$ cat src/rtl/bcd_calendar_counter_if.sv
// Purpose : bundles the tick, load and BCD time/date signals of the calendar counter.
// Latency : none; wires only.
// Backpressure: none; the tick is a plain one-cycle strobe with no ready.
// Ports   : master drives Enable/load/ld_*, slave (the counter) drives the
//           BCD fields, 12-hour pm flag and the per-field carry pulses.
interface bcd_calendar_counter_if;
   logic       Enable;
   logic       load;
   logic [7:0] ld_sec;
   logic [7:0] ld_min;
   logic [7:0] ld_hour;
   logic [7:0] ld_day;
   logic [7:0] ld_month;
   logic [7:0] ld_year;

   logic [7:0] sec;
   logic [7:0] min;
   logic [7:0] hour;
   logic       pm;
   logic [7:0] day;
   logic [7:0] month;
   logic [7:0] year;
   logic       sec_co;
   logic       min_co;
   logic       hour_co;
   logic       day_co;
   logic       month_co;

   modport master (
      output Enable, load, ld_sec, ld_min, ld_hour, ld_day, ld_month, ld_year,
      input  sec, min, hour, pm, day, month, year,
             sec_co, min_co, hour_co, day_co, month_co
   );

   modport slave (
      input  Enable, load, ld_sec, ld_min, ld_hour, ld_day, ld_month, ld_year,
      output sec, min, hour, pm, day, month, year,
             sec_co, min_co, hour_co, day_co, month_co
   );
endinterface

$ cat src/rtl/bcd_calendar_counter.sv
// Purpose : BCD real-time calendar (sec/min/hour/day/month/yy) with leap years and 12h display.
// Latency : fields and carry pulses update on the same edge that samples Enable or load.
// Backpressure: none; every Enable tick is consumed, load beats Enable, reset beats both.
// Ports   : clock, reset (sync, active-high); bus.slave carries Enable, load and ld_*
//           inputs, BCD outputs sec/min/hour/pm/day/month/year and the *_co wrap pulses.
module bcd_calendar_counter #(
   parameter logic [7:0] RESET_YEAR  = 8'h00,
   parameter logic [7:0] RESET_MONTH = 8'h06,
   parameter logic [7:0] RESET_DAY   = 8'h01,
   parameter bit         LEAP_EN     = 1'b1,
   parameter bit         MODE_12H    = 1'b0
) (
   input  logic                  clock,
   input  logic                  reset,
   bcd_calendar_counter_if.slave bus
);

   logic [7:0] sec_q, min_q, hour_q, day_q, month_q, year_q;
   logic       sec_co_q, min_co_q, hour_co_q, day_co_q, month_co_q;

   function automatic logic [7:0] bcd_inc(input logic [7:0] v);
      if (v[3:0] == 4'd9)
         return {v[7:4] + 4'd1, 4'd0};
      else
         return {v[7:4], v[3:0] + 4'd1};
   endfunction

   // Divisible by 4 read straight off the BCD digits: an even tens digit
   // needs ones in {0,4,8}, an odd tens digit needs ones in {2,6}.
   function automatic logic is_leap(input logic [7:0] y);
      logic even_ok, odd_ok;
      even_ok = !y[4] && (y[3:0] == 4'd0 || y[3:0] == 4'd4 || y[3:0] == 4'd8);
      odd_ok  =  y[4] && (y[3:0] == 4'd2 || y[3:0] == 4'd6);
      return LEAP_EN && (even_ok || odd_ok);
   endfunction

   function automatic logic [7:0] days_in_month(input logic [7:0] m, input logic [7:0] y);
      case (m)
         8'h02:                      return is_leap(y) ? 8'h29 : 8'h28;
         8'h04, 8'h06, 8'h09, 8'h11: return 8'h30;
         default:                    return 8'h31;
      endcase
   endfunction

   // Load sanitising: month forced into 01..12, day into 01..month length.
   // Packed BCD compares numerically as long as the digits are 0-9.
   logic       ld_month_ok;
   logic [7:0] ld_month_fix, ld_dim, ld_day_fix;

   always_comb begin
      ld_month_ok  = (bus.ld_month >= 8'h01 && bus.ld_month <= 8'h09) ||
                     (bus.ld_month >= 8'h10 && bus.ld_month <= 8'h12);
      ld_month_fix = ld_month_ok ? bus.ld_month : 8'h01;
      ld_dim       = days_in_month(ld_month_fix, bus.ld_year);
      if (bus.ld_day == 8'h00)
         ld_day_fix = 8'h01;
      else if (bus.ld_day > ld_dim)
         ld_day_fix = ld_dim;
      else
         ld_day_fix = bus.ld_day;
   end

   // Ripple wrap conditions for one tick; each stage only wraps if all
   // lower stages wrap in the same tick.
   logic [7:0] cur_dim;
   logic       sec_wrap, min_wrap, hour_wrap, day_wrap, month_wrap;

   always_comb begin
      cur_dim    = days_in_month(month_q, year_q);
      sec_wrap   = (sec_q == 8'h59);
      min_wrap   = sec_wrap  && (min_q  == 8'h59);
      hour_wrap  = min_wrap  && (hour_q == 8'h23);
      // >= keeps the counter from running past the month end on odd states
      day_wrap   = hour_wrap && (day_q  >= cur_dim);
      month_wrap = day_wrap  && (month_q == 8'h12);
   end

   always_ff @(posedge clock) begin
      if (reset) begin
         sec_q      <= 8'h00;
         min_q      <= 8'h00;
         hour_q     <= 8'h00;
         day_q      <= RESET_DAY;
         month_q    <= RESET_MONTH;
         year_q     <= RESET_YEAR;
         sec_co_q   <= 1'b0;
         min_co_q   <= 1'b0;
         hour_co_q  <= 1'b0;
         day_co_q   <= 1'b0;
         month_co_q <= 1'b0;
      end else if (bus.load) begin
         sec_q      <= bus.ld_sec;
         min_q      <= bus.ld_min;
         hour_q     <= bus.ld_hour;
         day_q      <= ld_day_fix;
         month_q    <= ld_month_fix;
         year_q     <= bus.ld_year;
         sec_co_q   <= 1'b0;
         min_co_q   <= 1'b0;
         hour_co_q  <= 1'b0;
         day_co_q   <= 1'b0;
         month_co_q <= 1'b0;
      end else if (bus.Enable) begin
         sec_q <= sec_wrap ? 8'h00 : bcd_inc(sec_q);
         if (sec_wrap)
            min_q <= min_wrap ? 8'h00 : bcd_inc(min_q);
         if (min_wrap)
            hour_q <= hour_wrap ? 8'h00 : bcd_inc(hour_q);
         if (hour_wrap)
            day_q <= day_wrap ? 8'h01 : bcd_inc(day_q);
         if (day_wrap)
            month_q <= month_wrap ? 8'h01 : bcd_inc(month_q);
         if (month_wrap)
            year_q <= (year_q == 8'h99) ? 8'h00 : bcd_inc(year_q);
         sec_co_q   <= sec_wrap;
         min_co_q   <= min_wrap;
         hour_co_q  <= hour_wrap;
         day_co_q   <= day_wrap;
         month_co_q <= month_wrap;
      end else begin
         sec_co_q   <= 1'b0;
         min_co_q   <= 1'b0;
         hour_co_q  <= 1'b0;
         day_co_q   <= 1'b0;
         month_co_q <= 1'b0;
      end
   end

   // 12-hour view of the internal 24-hour count. Hours 13-19 map to 01-07
   // by dropping 2 from the ones digit; 20-23 map to 08-11.
   logic [7:0] hour_disp;
   logic       pm_disp;

   always_comb begin
      hour_disp = hour_q;
      pm_disp   = 1'b0;
      if (MODE_12H) begin
         if (hour_q == 8'h00) begin
            hour_disp = 8'h12;
         end else if (hour_q >= 8'h12) begin
            pm_disp = 1'b1;
            if (hour_q == 8'h12)
               hour_disp = 8'h12;
            else if (hour_q[7:4] == 4'h1)
               hour_disp = {4'h0, hour_q[3:0] - 4'd2};
            else if (hour_q[3:0] < 4'd2)
               hour_disp = {4'h0, hour_q[3:0] + 4'd8};
            else
               hour_disp = {4'h1, hour_q[3:0] - 4'd2};
         end
      end
   end

   assign bus.sec      = sec_q;
   assign bus.min      = min_q;
   assign bus.hour     = hour_disp;
   assign bus.pm       = pm_disp;
   assign bus.day      = day_q;
   assign bus.month    = month_q;
   assign bus.year     = year_q;
   assign bus.sec_co   = sec_co_q;
   assign bus.min_co   = min_co_q;
   assign bus.hour_co  = hour_co_q;
   assign bus.day_co   = day_co_q;
   assign bus.month_co = month_co_q;

endmodule
$ cat src/flat_wrapper.sv
// flat-port wrapper written by rule: the top's interface ports become plain ports
module bcd_calendar_counter_flat 
#(
   parameter logic [7:0] RESET_YEAR  = 8'h00,
   parameter logic [7:0] RESET_MONTH = 8'h06,
   parameter logic [7:0] RESET_DAY   = 8'h01,
   parameter bit         LEAP_EN     = 1'b1,
   parameter bit         MODE_12H    = 1'b0
)
  (clock, reset, bus_Enable, bus_load, bus_ld_sec, bus_ld_min, bus_ld_hour, bus_ld_day, bus_ld_month, bus_ld_year, bus_sec, bus_min, bus_hour, bus_pm, bus_day, bus_month, bus_year, bus_sec_co, bus_min_co, bus_hour_co, bus_day_co, bus_month_co);
  bcd_calendar_counter_if bus_i ();
  input  logic clock;
  input  logic reset;
  input wire logic [$bits(bus_i.Enable)-1:0] bus_Enable;
  input wire logic [$bits(bus_i.load)-1:0] bus_load;
  input wire logic [$bits(bus_i.ld_sec)-1:0] bus_ld_sec;
  input wire logic [$bits(bus_i.ld_min)-1:0] bus_ld_min;
  input wire logic [$bits(bus_i.ld_hour)-1:0] bus_ld_hour;
  input wire logic [$bits(bus_i.ld_day)-1:0] bus_ld_day;
  input wire logic [$bits(bus_i.ld_month)-1:0] bus_ld_month;
  input wire logic [$bits(bus_i.ld_year)-1:0] bus_ld_year;
  output wire logic [$bits(bus_i.sec)-1:0] bus_sec;
  output wire logic [$bits(bus_i.min)-1:0] bus_min;
  output wire logic [$bits(bus_i.hour)-1:0] bus_hour;
  output wire logic [$bits(bus_i.pm)-1:0] bus_pm;
  output wire logic [$bits(bus_i.day)-1:0] bus_day;
  output wire logic [$bits(bus_i.month)-1:0] bus_month;
  output wire logic [$bits(bus_i.year)-1:0] bus_year;
  output wire logic [$bits(bus_i.sec_co)-1:0] bus_sec_co;
  output wire logic [$bits(bus_i.min_co)-1:0] bus_min_co;
  output wire logic [$bits(bus_i.hour_co)-1:0] bus_hour_co;
  output wire logic [$bits(bus_i.day_co)-1:0] bus_day_co;
  output wire logic [$bits(bus_i.month_co)-1:0] bus_month_co;
  assign bus_i.Enable = bus_Enable;
  assign bus_i.load = bus_load;
  assign bus_i.ld_sec = bus_ld_sec;
  assign bus_i.ld_min = bus_ld_min;
  assign bus_i.ld_hour = bus_ld_hour;
  assign bus_i.ld_day = bus_ld_day;
  assign bus_i.ld_month = bus_ld_month;
  assign bus_i.ld_year = bus_ld_year;
  assign bus_sec = bus_i.sec;
  assign bus_min = bus_i.min;
  assign bus_hour = bus_i.hour;
  assign bus_pm = bus_i.pm;
  assign bus_day = bus_i.day;
  assign bus_month = bus_i.month;
  assign bus_year = bus_i.year;
  assign bus_sec_co = bus_i.sec_co;
  assign bus_min_co = bus_i.min_co;
  assign bus_hour_co = bus_i.hour_co;
  assign bus_day_co = bus_i.day_co;
  assign bus_month_co = bus_i.month_co;
  bcd_calendar_counter #(.RESET_YEAR(RESET_YEAR), .RESET_MONTH(RESET_MONTH), .RESET_DAY(RESET_DAY), .LEAP_EN(LEAP_EN), .MODE_12H(MODE_12H)) u_core (.clock(clock), .reset(reset), .bus(bus_i));
endmodule
$ cat config.mk
export PLATFORM = sky130hd
export DESIGN_NAME = bcd_calendar_counter_flat
export DESIGN_NICKNAME = d
export VERILOG_FILES = /design/src/rtl/bcd_calendar_counter_if.sv /design/src/rtl/bcd_calendar_counter.sv /design/src/flat_wrapper.sv
export SDC_FILE = /design/constraint.sdc
export NUM_CORES = 1
export LEC_CHECK = 0
export ABC_AREA = 0
export CAP_MARGIN = 20
export CORE_ASPECT_RATIO = 1.1
export CORE_MARGIN = 2
export CORE_UTILIZATION = 45
export CTS_CLUSTER_SIZE = 8
export DETAILED_ROUTE_END_ITERATION = 10
export GPL_ROUTABILITY_DRIVEN = 0
export PLACE_DENSITY_LB_ADDON = 0.05
export SYNTH_ARGS = -nofsm -noshare
export SYNTH_HDL_FRONTEND = slang
export SYNTH_SLANG_ARGS = --single-unit
$ cat constraint.sdc
create_clock -name clock -period 4.4 [get_ports clock]
set_clock_uncertainty 0.05 [all_clocks]
set_input_delay 0.66 -clock clock [delete_from_list [all_inputs] [get_ports clock]]
set_output_delay 0.66 -clock clock [all_outputs]
set_load 0.02 [all_outputs]
Yosys cells after proc, flatten, opt, wreduce, memory -nomap -nowiden
Index checks and enable logic that the tools add are counted.
{"block": "totals", "ff_bits": 53, "in_bits": 52, "output_inout_bits": 54, "word_cells": 151}
{"block": "op_classes", "add_sub_neg": 12, "magnitude_cmp": 6, "n_eq_ne": 29, "n_mux": 36, "bitwise": 1, "n_reduce_logical": 50}
{"cell": "2-to-1 mux 8 bit", "n": 32}
{"cell": "adder 4 x 1 -> 4 bit (second input constant)", "n": 12}
{"cell": "== test 4 bit (second input constant)", "n": 8}
{"cell": "== test 8 x 3 -> 1 bit (second input constant)", "n": 4}
{"cell": "one-hot mux 8 bit (2 select lines)", "n": 2}
{"cell": "== test 8 x 5 -> 1 bit (second input constant)", "n": 3}
{"cell": "nonzero test 3 bit", "n": 6}
{"cell": "== test 4 x 3 -> 1 bit (second input constant)", "n": 4}
{"cell": "== test 8 x 2 -> 1 bit (second input constant)", "n": 2}
{"cell": "== test 8 x 4 -> 1 bit (second input constant)", "n": 2}
{"cell": "== test 8 x 7 -> 1 bit (second input constant)", "n": 2}
{"cell": "AND reduction 3 bit", "n": 5}
{"cell": "AND reduction 2 bit", "n": 6}
{"cell": "nonzero test 2 bit", "n": 6}
{"cell": "logical AND 1 bit", "n": 10}
{"cell": "logical OR 1 bit", "n": 9}
{"cell": "== test 4 x 2 -> 1 bit (second input constant)", "n": 2}
{"cell": "== test 8 x 6 -> 1 bit (second input constant)", "n": 1}
{"cell": "== test 8 bit (second input constant)", "n": 1}
{"cell": ">= comparator 8 x 1 -> 1 bit (second input constant)", "n": 1}
{"cell": ">= comparator 8 x 5 -> 1 bit (second input constant)", "n": 1}
{"cell": ">= comparator 8 bit", "n": 1}
{"cell": "> comparator 8 bit", "n": 1}
{"cell": "<= comparator 8 x 4 -> 1 bit (second input constant)", "n": 1}
{"cell": "8 further kinds", "n": 12}

Longest topological paths before layout
Gate-level depths: netlist of run 1.
{"block": "logic_depth", "ltp_word": 14, "mapped_depth": 14}

Least setup slack after synthesis of run 1
Ideal clock, no wire load.
{"block": "synth_path", "kind": "input-to-reg", "start": "input port bus_ld_month[3]", "end": "register u_core.day_q[0], in the netlist u_core.bus.day[0]", "arrival_ns": 3.038, "required_ns": 4.228, "slack_ns": 1.190, "stages": 11, "path_buffers": 1, "cell_sequence": "clkbuf_1 nor4_1 o2111ai_1 o2111ai_1 ha_1 or3b_1 a211o_1 a211oi_4 mux2_2 o21ai_0 o21ai_1"}
{"block": "synth_via", "elab_chain_len": 11, "elab_cells_between_ends": 19, "classes_between": "order compare: 5; eq/ne: 5; mux: 5; reduce/logical: 4"}
{"item": "from (decl)", "line": "flat_wrapper.sv:20", "rtl": "input wire logic [$bits(bus_i.ld_month)-1:0] bus_ld_month;"}
{"item": ">= comparator 8 x 1 -> 1 bit, or another cell as far along", "line": "bcd_calendar_counter.sv:51", "rtl": "ld_month_ok = (bus.ld_month >= 8'h01 && bus.ld_month <= 8'h09) ||"}
{"item": "logical AND 1 bit (on tied branches)", "line": "bcd_calendar_counter.sv:51, bcd_calendar_counter.sv:52"}
{"item": "logical OR 1 bit", "line": "bcd_calendar_counter.sv:51"}
{"item": "2-to-1 mux 8 bit (*)", "line": "bcd_calendar_counter.sv:53", "rtl": "ld_month_fix = ld_month_ok ? bus.ld_month : 8'h01;"}
{"item": "== test 8 x 3 -> 1 bit, or another cell as far along", "line": "bcd_calendar_counter.sv:38", "rtl": "case (m)"}
{"item": "OR reduction 4 bit", "line": "bcd_calendar_counter.sv:38"}
{"item": "one-hot mux 8 bit (2 select lines) (*)", "line": "bcd_calendar_counter.sv:38"}
{"item": "> comparator 8 bit", "line": "bcd_calendar_counter.sv:57", "rtl": "else if (bus.ld_day > ld_dim)"}
{"item": "2-to-1 mux 8 bit (*)", "line": "bcd_calendar_counter.sv:57"}
{"item": "2-to-1 mux 8 bit (*)", "line": "bcd_calendar_counter.sv:55", "rtl": "if (bus.ld_day == 8'h00)"}
{"item": "2-to-1 mux 8 bit (*)", "line": "bcd_calendar_counter.sv:91", "rtl": "end else if (bus.load) begin"}
{"item": "to (signal assigned)", "line": "bcd_calendar_counter.sv:95", "rtl": "day_q <= ld_day_fix;"}
{"item": "to (signal assigned)", "line": "bcd_calendar_counter.sv:110", "rtl": "day_q <= day_wrap ? 8'h01 : bcd_inc(day_q);"}
{"item": "to (decl)", "line": "bcd_calendar_counter.sv:18", "rtl": "logic [7:0] sec_q, min_q, hour_q, day_q, month_q, year_q;"}
Every way passes the cells marked *; elsewhere a longest branch is shown, timed or not.
A chain may end at the register's enable or synchronous reset.

Worst setup path after layout of run 1
{"block": "layout_path", "start": "register u_core.month_q[1], in the netlist u_core.bus.month[1]", "end": "register u_core.month_q[1], in the netlist u_core.bus.month[1]"}
{"block": "layout_via", "elab_chain_len": 10, "elab_cells_between_ends": 20, "classes_between": "add/sub: 1; order compare: 1; eq/ne: 7; mux: 6; reduce/logical: 5"}
{"item": "from (decl)", "line": "bcd_calendar_counter.sv:18"}
{"item": "from (signal assigned)", "line": "bcd_calendar_counter.sv:96", "rtl": "month_q <= ld_month_fix;"}
{"item": "from (signal assigned)", "line": "bcd_calendar_counter.sv:112", "rtl": "month_q <= month_wrap ? 8'h01 : bcd_inc(month_q);"}
{"item": "== test 8 x 3 -> 1 bit, or another cell as far along", "line": "bcd_calendar_counter.sv:38"}
{"item": "OR reduction 4 bit", "line": "bcd_calendar_counter.sv:38"}
{"item": "one-hot mux 8 bit (2 select lines)", "line": "bcd_calendar_counter.sv:38"}
{"item": ">= comparator 8 bit", "line": "bcd_calendar_counter.sv:74", "rtl": "day_wrap = hour_wrap && (day_q >= cur_dim);"}
{"item": "logical AND 1 bit", "line": "bcd_calendar_counter.sv:74"}
{"item": "logical AND 1 bit", "line": "bcd_calendar_counter.sv:75", "rtl": "month_wrap = day_wrap && (month_q == 8'h12);"}
{"item": "2-to-1 mux 8 bit", "line": "bcd_calendar_counter.sv:112"}
{"item": "2-to-1 mux 8 bit", "line": "bcd_calendar_counter.sv:111", "rtl": "if (day_wrap)"}
{"item": "2-to-1 mux 8 bit", "line": "bcd_calendar_counter.sv:103", "rtl": "end else if (bus.Enable) begin"}
{"item": "2-to-1 mux 8 bit", "line": "bcd_calendar_counter.sv:91"}
Several ways; a longest one is shown, not always the timed one. The select of a mux whose other input is x is not followed.

==> results.sh, run 1 <==
export IMPL_htree_levels=2
export IMPL_fin_ws_ns=0.760
export IMPL_syn2layout_area_growth_pct=32.4
export IMPL_clock_root_buffer="clkbuf_8"
export IMPL_synth_cells=479
export IMPL_nNetsFinal=641
export IMPL_grt_pass1_vias=3832
export IMPL_grt_max_degree=49
export IMPL_slowest_delay_ns=0.54
export IMPL_synth_distinct_cells=67
export IMPL_yosys_warnings=0
export IMPL_wl_um=10600
export IMPL_dp_hpwl_um=7730
export IMPL_synth_seq_cells=53
export IMPL_crit_chain="nor4b_1 > nand3_1 > o31ai_1 > ha_1 > nor4b_1 > o221ai_2 > and4_1 > nor2_1 > mux2i_1 > nand3b_1"
export IMPL_drive_gt1_share_pct=5.07
export IMPL_cts_hold_buf=0
export IMPL_finalHoldViolCount=0
export IMPL_fill_cells=755
export IMPL_yosys_top_cells_area="dfxtp_1 29%, ha_1 6.1%, nor2_1 5.4%, a21oi_1 4.7%, nand2_1 4.5%"
export IMPL_netlist_area_um2=3690
export IMPL_synth_top_cell_area_share_pct=28.7
export IMPL_grt_first_pass_wirelength_um=17800
export IMPL_core_um2=7960
export IMPL_ios=106
export IMPL_crit_family="simple AND/OR/NAND/NOR gates"
export IMPL_fmax_ghz=0.275
export IMPL_drv_cap=0
export IMPL_critical_path_buf_inv_count=0
export IMPL_worst_pin_slew_ns=0.657
export IMPL_slew_violations=0
export IMPL_worstPathRequired_ns=4.55
export IMPL_start_kind="flip-flop"
export IMPL_period_share_pct=82.7
export IMPL_fp_dieArea_um2=8950
export IMPL_fin_cells=680
export IMPL_vias=3937
export IMPL_postCtsSetupBuffers=0
export IMPL_crit_arrival_ns=3.79
export IMPL_maxSlewHeadroom_pct=56.2
export IMPL_place_ws_ns=0.477
export IMPL_die_y_um=99.0
export IMPL_global_route_overflow_total=0
export IMPL_vias_per_cell=5.79
export IMPL_setup_violations=0
export IMPL_clock_sinks=53
export IMPL_rsz0062_at_grt="false"
export IMPL_async_flop_share_pct=0
export IMPL_internal_power_uw=767
export IMPL_worstSetupPathType="reg -> reg"
export IMPL_cts_tree="done"
export IMPL_power_density_nw_per_um2=234
export IMPL_cellLeakagePower_nw=1.75
export IMPL_diodes=0
export IMPL_outcome="completed"
export IMPL_tns_ns=0
export IMPL_path_max_fanout=12
export IMPL_ir_drop_mv=0.135
export IMPL_min_path_type="reg -> reg"
export IMPL_drc=0
export IMPL_syn_nets=549
export IMPL_clock_path_buffers=2
export IMPL_ys_seq_area_share_pct=28.7
export IMPL_worst_path_most_repeated_cell="nor4b_1"
export IMPL_grt_usage_pct=23.7
export IMPL_switching_share_pct=32.9
export IMPL_place_inst=672
export IMPL_cts_made_buffers=5
export IMPL_fin_crit_ns=3.64
export IMPL_pwr_share_clk_pct=26.0
export IMPL_synth_largest_area_cell="dfxtp_1"
export IMPL_io_buffers=104
export IMPL_cts_resized=0
export IMPL_p_seq_share_pct=48.2
export IMPL_rows=34
export IMPL_antenna_found_initial=0
export IMPL_final_antenna_net_count=0
export IMPL_synth_area_per_cell_um2=7.71
export IMPL_crit_slowest_cell="dfxtp_1"
export IMPL_die_x_um=90.4
export IMPL_power_net_switching_uw=377
export IMPL_drtPass1Iterations=6
export IMPL_wire_per_inst_um=15.6
export IMPL_p_comb_share_pct=25.8
export IMPL_start_util_pct=46.4
export IMPL_drtIter0Drc=158
export IMPL_worstSetupEndpointType="flip-flop"
export IMPL_clk_pin_slew_worst_paths_ns=0.11
export IMPL_yosys_most_used_dff="dfxtp_1"
export IMPL_synth_edff_count=0
export IMPL_clock_latency_ns=0.32
## through the flow
stage                     total power, mW  hold slack (ns)  util, %  area [um2]
final                                1.14            0.475     61.4        4890
after global routing                 1.20            0.507     61.4        4890
after CTS                            1.15            0.477     61.4        4890
after detailed placement            0.856            0.452     60.3        4800
after global placement              0.851            0.432     60.3        4800
after floorplan                     0.719            0.515        -        3690
## kinds of logic after synthesis
logic type | after synthesis | synth area share (%)
fa+ha+maj | 18 | 6.10
other cells | 1 | 0.102
mux | 11 | 3.08
xor+xnor | 10 | 2.37
compound gates | 132 | 23.6
buf+inv | 47 | 4.95
simple gates | 207 | 31.1
flops | 53 | 28.7
## metal layers
metal  up-vias  GRT usage (%)  wire, um
li1       1959              -         -
met3         9           3.75       461
met4         0           7.46       139
met5         -              0         0
met2       103           42.5      5260
met1      1866           29.3      4730
## state kept, by name, indices dropped and copies added (netlist names)
signal               flops
u_core.bus.hour          8
u_core.bus.min           8
u_core.bus.day           8
u_core.bus.sec           8
u_core.bus.day_co        1
u_core.bus.month         8
u_core.bus.sec_co        1
u_core.bus.year          8
u_core.bus.min_co        1
u_core.bus.hour_co       1
u_core.bus.month_co      1
## cells in the mapped netlist, types with 3 or more instances
master	n
dfxtp_1	53
nor2_1	53
nand2_1	44
a21oi_1	35
o21ai_0	28
inv_1	25
nor3_1	19
ha_1	18
nand3_1	18
clkbuf_1	17
a211oi_1	13
a31oi_1	11
mux2i_1	8
and2_1	7
nand3b_1	7
a221oi_1	6
nand4b_1	6
nor2b_1	6
xnor2_1	6
and3_1	5
nand4_1	4
nor3b_1	4
o31ai_1	4
xor2_1	4
a32oi_1	3
a41oi_1	3
and3b_1	3
and4_1	3
mux2_2	3
nand2b_1	3
nand4bb_1	3
nor4_1	3
nor4b_1	3
o211ai_1	3
o2bb2ai_1	3
## power by group through the flow
stage	combinational [mW]	clock (mW)	sequential, mW
detailed placement	0.295	0	0.561
finish	0.295	0.298	0.551
global placement	0.291	0	0.560
floorplan	0.144	0	0.575
CTS	0.297	0.303	0.550
global route	0.323	0.320	0.557
## path summary, 6_finish.rpt
path	slack, ns	depth (start not counted)	to	from
worst max register to register	0.76	10	u_core.bus.month[1]	u_core.bus.month[1]
worst max-delay path	0.76	10	u_core.bus.month[1]	u_core.bus.month[1]
worst min register to register	0.47	2	u_core.bus.month[5]	u_core.bus.month[5]
worst min-delay path	0.47	2	u_core.bus.month[5]	u_core.bus.month[5]
## layout make-up
class	count	area [um2]	area share, %
flip-flops and latches	53	1060	21.7
multi-input cells	379	2450	50.1
clock inverters	3	21.3	0.435
repair buffers	107	1060	21.7
clock buffers	5	68.8	1.41
inverters	25	93.8	1.92
well taps	108	135	2.76
## worst register-to-register path, cell delays in order, from the launching register on
cell and delay (ns):
dfxtp_1 0.54, nor4b_1 0.37, nand3_1 0.22, o31ai_1 0.33, ha_1 0.29, nor4b_1 0.41, o221ai_2 0.28, and4_1 0.30
nor2_1 0.37, mux2i_1 0.27, nand3b_1 0.09
## cells in the final DEF (no fill, tap or decap), drive strengths merged, types with 5 or more instances in the layout
master,count
nor3,21
dfxtp,53
a221oi,6
nor2,53
mux2i,8
nand2,44
clkbuf,5
a31oi,11
xnor2,6
nor4b,5
a21oi,36
nor2b,6
clkdlybuf4s50,103
nand3,18
inv,26
nand3b,7
and3,5
ha,18
nand4,6
o21ai,30
nand4b,6
a211oi,14
and2,7
Note: power is estimated with default switching activity, not from simulation.
==> inputs of run 2 (changes only) <==
--- a/config.mk
+++ b/config.mk
@@ -9,7 +9,7 @@
 export CAP_MARGIN = 20
 export CORE_ASPECT_RATIO = 1.1
 export CORE_MARGIN = 2
-export CORE_UTILIZATION = 45
+export CORE_UTILIZATION = 44
 export CTS_CLUSTER_SIZE = 8
 export DETAILED_ROUTE_END_ITERATION = 10
 export GPL_ROUTABILITY_DRIVEN = 0
==> constraint.sdc (replaced) <==
create_clock -name clock -period 3 [get_ports clock]
set_clock_uncertainty 0.05 [all_clocks]
set_input_delay 0.45 -clock clock [delete_from_list [all_inputs] [get_ports clock]]
set_output_delay 0.45 -clock clock [all_outputs]
set_load 0.02 [all_outputs]
==> results.sh, run 2 (synthesis results as in run 1) <==
export IMPL_outcome="completed"
export IMPL_reg2reg_to="u_core.bus.month[5]"
export IMPL_rr_startpoint="u_core.bus.month[5]"
export IMPL_die_y_um=100
export IMPL_finalHoldViolCount=0
export IMPL_fin_crit_ns=2.95
export IMPL_start_kind="flip-flop"
export IMPL_placed_area_um2=5170
export IMPL_power_density_nw_per_um2=317
export IMPL_rsz0062_at_grt="true"
export IMPL_dp_hpwl_um=8470
export IMPL_worst_pin_slew_ns=0.700
export IMPL_clock_root_buffer="clkbuf_8"
export IMPL_final_util_pct=66.2
export IMPL_final_cell_mix="95 x clkdlybuf4s50_1, 50 x buf_4, 50 x dfxtp_1"
export IMPL_crit_slowest_cell="dfxtp_2"
export IMPL_syn2layout_area_growth_pct=48.5
export IMPL_vias=4164
export IMPL_final_cell_area_um2=5480
export IMPL_route_met2_wl_um=5650
export IMPL_fill_cells=697
export IMPL_worstSetupEndpointType="flip-flop"
export IMPL_wl_um=11400
export IMPL_grt_usage_pct=25.0
export IMPL_drv_cap=0
export IMPL_htree_levels=2
export IMPL_vias_per_cell=5.67
export IMPL_maxSlewHeadroom_pct=53.3
export IMPL_crit_path_end="u_core.bus.month[5]"
export IMPL_grt_max_degree=48
export IMPL_wl_met3_um=479
export IMPL_ios=106
export IMPL_clk_pin_slew_worst_paths_ns=0.10
export IMPL_layout_commonest_cell="clkdlybuf4s50_1"
export IMPL_cts_made_buffers=5
export IMPL_antenna_found_initial=0
export IMPL_power_mw=1.74
export IMPL_nNetsFinal=693
export IMPL_clock_latency_ns=0.32
export IMPL_highest_layer="met4"
export IMPL_slew_violations=0
export IMPL_period_share_pct=98.5
export IMPL_worstSetupPathType="reg -> reg"
export IMPL_ir_drop_mv=0.189
export IMPL_wl_met1_um=5100
export IMPL_setup_violations=0
export IMPL_die_x_um=91.3
export IMPL_drive_gt1_share_pct=18.1
export IMPL_clock_sinks=53
export IMPL_cts_tree="done"
export IMPL_final_antenna_net_count=0
export IMPL_drtIter0Drc=264
export IMPL_fp_dieArea_um2=9140
export IMPL_rows=35
export IMPL_core_um2=8280
export IMPL_cellLeakagePower_nw=2.08
export IMPL_global_route_overflow_total=0
export IMPL_io_buffers=104
export IMPL_min_path_type="reg -> reg"
export IMPL_slowest_delay_ns=0.35
export IMPL_drtPass1Iterations=4
export IMPL_clock_path_buffers=2
export IMPL_start_util_pct=44.6
export IMPL_rr_worst_depth=15
export IMPL_grt_pass1_vias=4006
export IMPL_startpoint="u_core.bus.month[5]"
export IMPL_fin_ws_ns=0.0457
export IMPL_crit_arrival_ns=3.15
export IMPL_place_ws_ns=-0.604
export IMPL_path_max_fanout=4
export IMPL_cts_hold_buf=0
export IMPL_r2r_slack_ns=0.05
export IMPL_drc=0
export IMPL_crit_chain="inv_4 > ha_4 > nor3b_4 > a31oi_1 > o22ai_1 > o31ai_2 > ha_1 > nor4b_4 > o221ai_4 > buf_6 > nor4b_4 > a21oi_2 > buf_4 > nand2_1 > a21oi_2"
export IMPL_fmax_ghz=0.338
export IMPL_grt_first_pass_wirelength_um=18900
export IMPL_wire_per_inst_um=15.5
export IMPL_diodes=0
export IMPL_tns_ns=0
export IMPL_worstPathRequired_ns=3.20
## run 2: changes by cell type in the layout (fill, tap and decap cells not counted), sizes merged
cell	delta
clkinv	+1
dlygate4sd2	+8
inv	-1
clkdlybuf4s50	-8
buf	+52
## run 2: how the worst min path moves through the flow
stage | from | to | depth (start not counted)
2_1_floorplan | u_core.bus.month[5] | u_core.bus.month[5] | 2
3_3_place_gp | u_core.bus.day[7] | u_core.bus.day[7] | 2
3_5_place_dp | u_core.bus.day[6] | u_core.bus.day[6] | 2
4_1_cts | u_core.bus.month[7] | u_core.bus.month[7] | 2
5_1_grt | u_core.bus.month[7] | u_core.bus.month[7] | 2
6_report | u_core.bus.month[7] | u_core.bus.month[7] | 2
## run 2: worst max-delay path: cells and delay by family (launching register included)
kind	cells	cell delay (ns)
AO/OA/AOI/OAI	6	0.95
flip-flops	1	0.35
adder cells (fa/ha/maj)	2	0.44
AND/OR/NAND/NOR	4	0.68
buffers and inverters	3	0.39
## run 2: power by group
part	internal, mW	switching (mW)
combinational	0.268	0.263
sequential	0.740	0.0508
clock	0.162	0.252
## run 2: area by class of cell
type | instances | area (um2) | share of cell area, %
clock buffers | 5 | 68.8 | 1.26
clock inverters | 3 | 17.5 | 0.320
inverters | 25 | 98.8 | 1.80
multi-input cells | 379 | 2630 | 48.0
flip-flops and latches | 53 | 1070 | 19.5
well taps | 111 | 139 | 2.53
repair buffers | 159 | 1460 | 26.6
## run 2: stage by stage
step                cells  hold slack [ns]
floorplan             479            0.515
global placement      724            0.433
detailed placement    724            0.462
CTS                   736            0.469
global route          735            0.480
finish                735            0.460
## run 2: repair_timing
item / 4_1_cts / 5_1_grt
pin swaps: 19 / 19
gates resized for setup: 42 / 15
endpoints found under the setup margin: 24 / 24
setup buffers: 5 / 0
## run 2: routing by layer
layer / GRT usage (%) / vias up
li1: - / 2066
met1: 32.1 / 1986
met2: 43.6 / 100
met3: 3.68 / 12
met4: 7.46 / 0
met5: 0 / -
==> inputs of run 3 (changes only) <==
--- a/config.mk
+++ b/config.mk
@@ -7,9 +7,11 @@
 export LEC_CHECK = 0
 export ABC_AREA = 0
 export CAP_MARGIN = 20
+export CELL_PAD_IN_SITES_DETAIL_PLACEMENT = 1
+export CELL_PAD_IN_SITES_GLOBAL_PLACEMENT = 2
 export CORE_ASPECT_RATIO = 1.1
 export CORE_MARGIN = 2
-export CORE_UTILIZATION = 44
+export CORE_UTILIZATION = 24
 export CTS_CLUSTER_SIZE = 8
 export DETAILED_ROUTE_END_ITERATION = 10
 export GPL_ROUTABILITY_DRIVEN = 0
==> results.sh, run 3 (synthesis results as in run 1) <==
export IMPL_critical_path_buf_inv_count=3
export IMPL_grt_pass1_vias=4508
export IMPL_p_comb_share_pct=28.9
export IMPL_worst_path_most_repeated_cell="mux2i_1"
export IMPL_final_cell_area_um2=5780
export IMPL_fin_ws_ns=0.127
export IMPL_antenna_found_initial=0
export IMPL_crit_chain="dlygate4sd2_1 > buf_4 > nand2_1 > mux2i_1 > o2111ai_4 > ha_2 > or3b_1 > a211o_1 > a211oi_4 > buf_6 > mux2i_1 > o21a_1 > nor3_2"
export IMPL_layout_commonest_cell="clkdlybuf4s50_1"
export IMPL_crit_family="compound AO/OA/AOI/OAI gates"
export IMPL_io_buffers=104
export IMPL_drtPass1Iterations=4
export IMPL_dp_hpwl_um=11200
export IMPL_start_util_pct=24.5
export IMPL_drv_cap=0
export IMPL_power_density_nw_per_um2=338
export IMPL_htree_levels=2
export IMPL_power_mw=1.96
export IMPL_clock_sinks=53
export IMPL_final_cell_mix="93 x clkdlybuf4s50_1, 65 x buf_4, 51 x nor2_1, 51 x dfxtp_1, 43 x nand2_1"
export IMPL_rsz0062_at_grt="true"
export IMPL_clock_latency_ns=0.30
export IMPL_die_x_um=122
export IMPL_worstSetupEndpointType="flip-flop"
export IMPL_tns_ns=0
export IMPL_power_net_switching_uw=625
export IMPL_slew_violations=0
export IMPL_rows=47
export IMPL_grt_max_degree=29
export IMPL_worstPathRequired_ns=3.12
export IMPL_fp_dieArea_um2=16400
export IMPL_outcome="completed"
export IMPL_crit_slowest_cell="or3b_1"
export IMPL_p_seq_share_pct=40.6
export IMPL_diodes=0
export IMPL_vias_per_cell=5.09
export IMPL_period_share_pct=95.8
export IMPL_worst_pin_slew_ns=0.689
export IMPL_global_route_overflow_total=0
export IMPL_vias=4238
export IMPL_drtIter0Drc=172
export IMPL_cts_made_buffers=5
export IMPL_ios=106
export IMPL_wire_per_inst_um=17.7
export IMPL_slowest_delay_ns=0.34
export IMPL_die_y_um=134
export IMPL_start_kind="input pin"
export IMPL_setup_violations=0
export IMPL_min_path_type="reg -> reg"
export IMPL_clock_root_buffer="clkbuf_16"
export IMPL_syn2layout_area_growth_pct=56.6
export IMPL_path_max_fanout=7
export IMPL_ir_drop_mv=0.198
export IMPL_fmax_ghz=0.348
export IMPL_wl_um=14700
export IMPL_fill_cells=1866
export IMPL_clk_pin_slew_worst_paths_ns=0.07
export IMPL_nNetsFinal=705
export IMPL_grt_first_pass_wirelength_um=23600
export IMPL_final_antenna_net_count=0
export IMPL_finalHoldViolCount=0
export IMPL_drc=0
export IMPL_place_ws_ns=-0.514
export IMPL_cellLeakagePower_nw=2.18
export IMPL_drive_gt1_share_pct=19.8
export IMPL_fin_crit_ns=2.87
export IMPL_grt_usage_pct=18.2
export IMPL_core_um2=15100
export IMPL_internal_power_mw=1.33
export IMPL_clock_path_buffers=2
export IMPL_worstSetupPathType="in -> reg"
export IMPL_placed_area_um2=5340
export IMPL_cts_tree="done"
export IMPL_crit_arrival_ns=2.99
export IMPL_pwr_share_clk_pct=30.5
export IMPL_switching_share_pct=32.0
export IMPL_maxSlewHeadroom_pct=53.4
-- run 3: cell types whose count changed in the layout (fill, tap and decap cells not counted), moves of 5 or more --
cell           change
buf_4             +15
dlygate4sd2_1      -6
clkbuf_16          +5
clkbuf_8           -5
-- run 3: metal layers --
metal / up-vias / global-route usage [%] / part of all wire [%]
li1: 2086 / - / -
met4: 0 / 3.45 / 0.90
met1: 2071 / 23.9 / 46
met5: - / 0 / 0
met2: 71 / 31.0 / 49
met3: 10 / 3.32 / 3.8
-- run 3: layout make-up --
cell class | count | area [um2] | area share [%]
inverter | 25 | 96.3 | 1.67
timing repair buffer | 171 | 1530 | 26.5
clock buffer | 6 | 129 | 2.23
clock inverter | 2 | 10.0 | 0.173
multi-input combinational | 379 | 2700 | 46.7
tap | 196 | 245 | 4.24
sequential | 53 | 1070 | 18.4
-- run 3: metrics by stage --
| stage | cells | utilization, % | hold slack, ns |
|---|---|---|---|
| 6_report | 832 | 38.4 | 0.478 |
| 5_1_grt | 832 | 38.4 | 0.516 |
| 3_5_place_dp | 817 | 35.4 | 0.465 |
| 4_1_cts | 828 | 37.7 | 0.487 |
| 3_3_place_gp | 817 | 35.4 | 0.434 |
| 2_1_floorplan | 479 | - | 0.515 |
-- run 3: path summary, 6_finish.rpt --
kind | startpoint | endpoint | slack [ns] | cells after the start
min | u_core.bus.day[7] | u_core.bus.day[7] | 0.48 | 2
max | bus_ld_month[3] | u_core.bus.day[4] | 0.13 | 13
min reg2reg | u_core.bus.day[7] | u_core.bus.day[7] | 0.48 | 2
max reg2reg | u_core.bus.month[1] | u_core.bus.month[5] | 0.13 | 13
-- run 3: worst register-to-register path, stage by stage (launching register included) --
cell and delay, ns:
dfxtp_1 0.34, buf_4 0.14, nor2_2 0.24, nand3_1 0.17, o22ai_2 0.18, o31ai_4 0.11
ha_4 0.29, nor4b_4 0.05, o221ai_4 0.28, nor4b_4 0.34, buf_4 0.19, a21oi_4 0.06
nand3b_1 0.20, a21oi_2 0.16
-- run 3: what timing repair did --
item,CTS,global route
gates resized for setup,44,22
endpoints found under the setup margin,26,22
pin swaps,16,14
setup buffers,5,4
hold buffers,0,0
-- run 3: power by group through the flow --
stage	combinational, mW	sequential, mW	clock (mW)
2_1_floorplan	0.212	0.843	0
3_3_place_gp	0.525	0.808	0
3_5_place_dp	0.533	0.808	0
4_1_cts	0.561	0.794	0.630
5_1_grt	0.618	0.803	0.650
6_report	0.566	0.794	0.595
